--- config.mk ---
export PLATFORM = sky130hd
export DESIGN_NAME = alarm_reg
export DESIGN_NICKNAME = d
export VERILOG_FILES = /design/src/rtl/alarm_clock_pkg.sv /design/src/rtl/alarm_reg_if.sv /design/src/rtl/alarm_reg_bcd_time_check.sv /design/src/rtl/alarm_reg_core.sv /design/src/rtl/alarm_reg.sv
export SDC_FILE = /design/constraint.sdc
export NUM_CORES = 1
export LEC_CHECK = 0
export BUFFER_PORTS_ARGS = -buffer_cell sky130_fd_sc_hd__buf_2
export CAP_MARGIN = 20
export CORE_MARGIN = 2
export CORE_UTILIZATION = 42
export DETAILED_ROUTE_END_ITERATION = 6
export PLACE_DENSITY = 0.74
export SKIP_CTS_REPAIR_TIMING = 1
export SLEW_MARGIN = 5
export SYNTH_ARGS = -nofsm -noshare
export SYNTH_HDL_FRONTEND = slang
export SYNTH_SLANG_ARGS = --single-unit
export TNS_END_PERCENT = 50
--- constraint.sdc ---
create_clock -name clk -period 1 [get_ports clk]
set_clock_uncertainty 0.1 [all_clocks]
set_input_delay 0.2 -clock clk [delete_from_list [all_inputs] [get_ports clk]]
set_output_delay 0.2 -clock clk [all_outputs]
set_load 0.01 [all_outputs]
--- src/rtl/alarm_clock_pkg.sv ---
// ============================================================================
// Module  : alarm_clock_pkg
// Purpose : Shared BCD digit/time types and 24-hour limits for the alarm clock.
// Rev     : 1.0  initial release
// ============================================================================
`default_nettype none

package alarm_clock_pkg;

  typedef logic [3:0] bcd_digit_t;

  typedef struct packed {
    bcd_digit_t ms_hr;
    bcd_digit_t ls_hr;
    bcd_digit_t ms_min;
    bcd_digit_t ls_min;
  } alarm_time_t;

  localparam bcd_digit_t  MAX_MS_HR        = 4'd2;
  localparam bcd_digit_t  MAX_LS_HR        = 4'd9;
  localparam bcd_digit_t  MAX_LS_HR_20     = 4'd3;
  localparam bcd_digit_t  MAX_MS_MIN       = 4'd5;
  localparam bcd_digit_t  MAX_LS_MIN       = 4'd9;
  localparam logic [15:0] ALARM_RESET_TIME = 16'h0000;

endpackage

`default_nettype wire

--- src/rtl/alarm_reg_if.sv ---
// ============================================================================
// Module  : alarm_reg_if
// Purpose : Load strobe, new-time digits and stored alarm time bundle.
// Rev     : 1.0  initial release
// ============================================================================
`default_nettype none

interface alarm_reg_if;
  import alarm_clock_pkg::*;

  logic        load_new_a;
  alarm_time_t new_time;
  alarm_time_t alarm_time;

  modport master (output load_new_a, output new_time, input  alarm_time);
  modport slave  (input  load_new_a, input  new_time, output alarm_time);
endinterface

`default_nettype wire

--- src/rtl/alarm_reg_bcd_time_check.sv ---
// ============================================================================
// Module  : bcd_time_check
// Purpose : Combinational legality check of a BCD HH:MM time (24-hour).
//           Only built when ALARM_REG_VALIDATE_EN is defined.
// Rev     : 1.0  initial release
// ============================================================================
`default_nettype none

`ifdef ALARM_REG_VALIDATE_EN
module bcd_time_check
  import alarm_clock_pkg::*;
(
  input  wire bcd_digit_t ms_hr_i,
  input  wire bcd_digit_t ls_hr_i,
  input  wire bcd_digit_t ms_min_i,
  input  wire bcd_digit_t ls_min_i,
  output logic            valid_o
);

  logic w_hr_ok;
  logic w_min_ok;

  // Hours 20..23 need the tighter units limit.
  assign w_hr_ok  = (ms_hr_i <= MAX_MS_HR) &&
                    ((ms_hr_i == MAX_MS_HR) ? (ls_hr_i <= MAX_LS_HR_20)
                                            : (ls_hr_i <= MAX_LS_HR));
  assign w_min_ok = (ms_min_i <= MAX_MS_MIN) && (ls_min_i <= MAX_LS_MIN);
  assign valid_o  = w_hr_ok && w_min_ok;

endmodule
`endif

`default_nettype wire

--- src/rtl/alarm_reg_core.sv ---
// ============================================================================
// Module  : alarm_reg_core
// Purpose : 16-bit alarm-time register with load strobe; optional legality
//           filter enabled by ALARM_REG_VALIDATE_EN.
// Rev     : 1.0  initial release
// ============================================================================
`default_nettype none

module alarm_reg_core
  import alarm_clock_pkg::*;
(
  input  wire           clk_i,
  input  wire           rst_ni,
  alarm_reg_if.slave    bus_if
);

  alarm_time_t time_q;
  alarm_time_t time_d;
  logic        w_load_ok;

`ifdef ALARM_REG_VALIDATE_EN
  bcd_time_check u_check (
    .ms_hr_i  (bus_if.new_time.ms_hr),
    .ls_hr_i  (bus_if.new_time.ls_hr),
    .ms_min_i (bus_if.new_time.ms_min),
    .ls_min_i (bus_if.new_time.ls_min),
    .valid_o  (w_load_ok)
  );
`else
  assign w_load_ok = 1'b1;
`endif

  // All four digits move together; a rejected load leaves the whole word alone.
  always_comb begin
    time_d = time_q;
    if (bus_if.load_new_a && w_load_ok) begin
      time_d = bus_if.new_time;
    end
  end

  always_ff @(posedge clk_i or negedge rst_ni) begin
    if (!rst_ni) begin
      time_q <= alarm_time_t'(ALARM_RESET_TIME);
    end else begin
      time_q <= time_d;
    end
  end

  assign bus_if.alarm_time = time_q;

endmodule

`default_nettype wire

--- src/rtl/alarm_reg.sv ---
// ============================================================================
// Module  : alarm_reg
// Purpose : Alarm-time storage register (HH:MM, BCD) with flat digit ports.
//           Optional load validation via ALARM_REG_VALIDATE_EN.
// Rev     : 1.0  initial release
// ============================================================================
`default_nettype none

module alarm_reg
  import alarm_clock_pkg::*;
(
  input  wire        clk,
  input  wire        reset,
  input  wire        load_new_a,
  input  wire  [3:0] new_alarm_ms_hr,
  input  wire  [3:0] new_alarm_ls_hr,
  input  wire  [3:0] new_alarm_ms_min,
  input  wire  [3:0] new_alarm_ls_min,
  output logic [3:0] alarm_time_ms_hr,
  output logic [3:0] alarm_time_ls_hr,
  output logic [3:0] alarm_time_ms_min,
  output logic [3:0] alarm_time_ls_min
);

  alarm_reg_if u_bus ();

  assign u_bus.load_new_a = load_new_a;
  assign u_bus.new_time   = {new_alarm_ms_hr, new_alarm_ls_hr,
                             new_alarm_ms_min, new_alarm_ls_min};

  alarm_reg_core u_core (
    .clk_i  (clk),
    .rst_ni (reset),
    .bus_if (u_bus)
  );

  assign alarm_time_ms_hr  = u_bus.alarm_time.ms_hr;
  assign alarm_time_ls_hr  = u_bus.alarm_time.ls_hr;
  assign alarm_time_ms_min = u_bus.alarm_time.ms_min;
  assign alarm_time_ls_min = u_bus.alarm_time.ls_min;

endmodule

`default_nettype wire

==> Word-level counts from Yosys, hierarchy flattened <==
Index checks and enable logic that the tools add are counted.
{ "word_totals": {"reg_bits": 16, "ram_bits": 0, "out_inout_bits": 16, "latch_bits": 0, "mem_bits_ro": 0, "mem_count": 0} }
{ "classes": {"mux": 0, "n_shift": 0, "addsub": 0, "bitwise_logic": 0, "n_mul": 0, "eq_ne": 0, "magnitude_cmp": 0, "div": 0, "reduce_logical": 0} }

==> Logic depth before layout (Yosys ltp) <==
{ "logic_depth": {"depth_word": 0, "mapped_depth": 3} }

==> Worst setup path after synthesis <==
Ideal clock, no wire load.
{ "synth_path": {"path_type": "input to register", "startpoint": "input port load_new_a", "endpoint": "register u_core.time_q, in the netlist u_core.bus_if.alarm_time[0]", "path_buffers": 2, "cell_stages": 3, "required_ns": 0.775, "arrival_ns": 0.736, "setup_slack_ns": 0.038, "path_cell_list": "buf_6 buf_12 mux2_4"} }
{ "synth_rtl": {"columns": ["element", "line_no", "source"], "rows": [
  ["start: declaration", "alarm_reg.sv:14", "input wire load_new_a,"],
  ["end signal: assignment", "alarm_reg_core.sv:43", "time_q <= alarm_time_t'(ALARM_RESET_TIME);"],
  ["end signal: assignment", "alarm_reg_core.sv:45", "time_q <= time_d;"],
  ["end: declaration", "alarm_reg_core.sv:17", "alarm_time_t time_q;"]
]} }
No word-level cell between the ends.

==> Final worst setup path <==
{ "layout_path": {"startpoint": "register u_core.time_q, in the netlist u_core.bus_if.alarm_time[15]", "endpoint": "output port alarm_time_ms_hr[3]"} }
{ "layout_rtl": {"columns": ["element", "line_no", "source"], "rows": [
  ["end: declaration", "alarm_reg.sv:19", "output logic [3:0] alarm_time_ms_hr,"]
]} }
No word-level cell between the ends.

==> results_dict.tcl <==
set metrics [dict create \
    status "finished with violations" \
    violations "setup timing" \
    yosysWarnings 0 \
    tightestPinTransition_ns 0.345 \
    grt-ovfl-total 0 \
    crit_chain "buf_2" \
    synth_compound_gate_area_share 0 \
    rsz0062_at_grt "true" \
    grtUsageTotal 0.152 \
    synthTopCellsByArea "dfrtp_1 62%, mux2_4 23%, mux2_2 10%, buf_12 3.1%, buf_6 1.7%" \
    finalMaxSlewViolations 0 \
    drive_gt1_frac 0.782 \
    worst-path-buf-inv 1 \
    drt_first_pass_iters 1 \
    worstSetupPathType "flop to output port" \
    rr_startpoint "u_core.bus_if.alarm_time[12]" \
    clock.fmax_ghz 0.899 \
    antenna_cells 0 \
    gp_congestion 0.689 \
    syn_avg_cell_area_um2 19.1 \
    hold_path_class "input port to flop" \
    cts_tree "yes" \
    yosysUniqueCellTypes 5 \
    setup_viol 16 \
    antenna_left 0 \
    drv_cap 0 \
    slew_headroom 0.770 \
    synth-seq-cells 16 \
    peakVddDrop_v 0.000945 \
    netlist_area_um2 649 \
    clockBufferDepth 2 \
    critical_path_required_ns 0.70 \
    synthXorXnorAreaFrac 0 \
    final_common_cell "buf_2" \
    period_share 1.11 \
    synth_top_family_by_area "multiplexers" \
    postSynthCellCount 34 \
    drc_errors 0 \
    die_h_um 43.3 \
    core_um2 1470 \
    critPathLaunchType "flop" \
    post-route-min-period_ns 1.11 \
    cellLeakagePower_nw 0.493 \
    clk_pin_slew_worst_paths_ns 0.09 \
    clock-root-buffer "clkbuf_4" \
    routed_wl_um 1290 \
    clock_sinks 16 \
    hold_viol_final 0 \
    synthAdderAreaFrac 0 \
    worstSkewPairLatency_ns 0.28 \
    synth_top_area_frac 0.617 \
    die_area_um2 1880 \
    drt_iter0_drc 0 \
    min-delay-start "new_alarm_ms_hr[3]" \
    io_buffer_count 34 \
    antenna_found_initial 0 \
    final_nets 98 \
    vias_per_cell 4.76 \
    grt_pass1_vias 441 \
    cts_buffers 3 \
    setup_slack_ns -0.113 \
    io_pins 35 \
    holdWs_ns 0.0457 \
    startpoint "u_core.bus_if.alarm_time[15]" \
    slowest_delay_ns 0.40 \
    p_total_mw 1.47 \
    post_drt_wl_per_cell_um 13.7 \
    rows 14 \
    yosysTopAreaCell "dfrtp_1" \
    crit_fanout 2 \
    die_w_um 43.3 \
    slowest_stage "dfrtp_1" \
    grt_max_degree 17 \
    syn2layout_area_growth_pct 42.6 \
    start_util 0.441 \
    arrival_ns 0.81 \
    muxShareOfSynthArea 0.335 \
    worst_path_dominant_cell_family "flip-flops" \
    htree_levels 1 \
    power_density_nw_per_um2 1590 \
    layout_common_cells "33 x buf_2, 16 x dfrtp_1, 10 x mux2_4" \
    vias 447 \
    synth_simple_gate_area_frac 0 \
    grt_first_pass_wirelength_um 1990 \
    synth-seq-area-share 0.617 \
    end_kind "output port" \
    largest_reg_flops 16 \
    syn_nets 53 \
]
through the flow:
step / instance area (µm²) / TNS [ns] / utilization / cells / setup slack, ns
6_report: 926 / -1.60 / 0.629 / 94 / -0.113
5_1_grt: 926 / -2.32 / 0.629 / 94 / -0.154
4_1_cts: 865 / -1.74 / 0.588 / 87 / -0.126
3_5_place_dp: 828 / -0.313 / 0.563 / 83 / -0.0481
3_3_place_gp: 828 / -0.122 / 0.563 / 83 / -0.0217
2_1_floorplan: 649 / 0 / - / 34 / 0.0384
power breakdown:
part           leakage, nW  switching (mW)  total [mW]  internal, mW
clock               0.0210           0.194       0.415         0.221
combinational        0.284           0.119       0.311         0.191
sequential           0.187          0.0323       0.743         0.711
total                0.493           0.346        1.47          1.12
area by class of cell:
type | instances | area (µm²)
fillers | 108 | 546
flip-flops and latches | 16 | 400
repair buffers | 42 | 251
multi-input cells | 16 | 218
clock buffers | 4 | 36.3
well taps | 16 | 20.0
worst paths after layout:
path,endpoint,slack (ns),cells after the start
min reg2reg,u_core.bus_if.alarm_time[9],0.41,1
max,alarm_time_ms_hr[3],-0.11,1
min in group asynchronous,u_core.bus_if.alarm_time[15],0.26,2
max reg2reg,u_core.bus_if.alarm_time[12],0.01,2
min,u_core.bus_if.alarm_time[15],0.05,2
max in group asynchronous,u_core.bus_if.alarm_time[7],0.29,2
Yosys cell counts:
cell type / n
dfrtp_1: 16
buf_12: 1
mux2_2: 6
mux2_4: 10
buf_6: 1
logic make-up after synthesis:
group	after synthesis
mux	16
buf+inv	2
flops	16
metal layers:
layer  global-route usage  vias up  part of all wire
li1                     -      206                 -
met1                0.158      227              0.37
met2                0.269       12              0.58
met3               0.0553        2             0.045
met4               0.0727        0            0.0062
met5                    0        -                 0
Note: power is estimated with default switching activity, not from simulation.
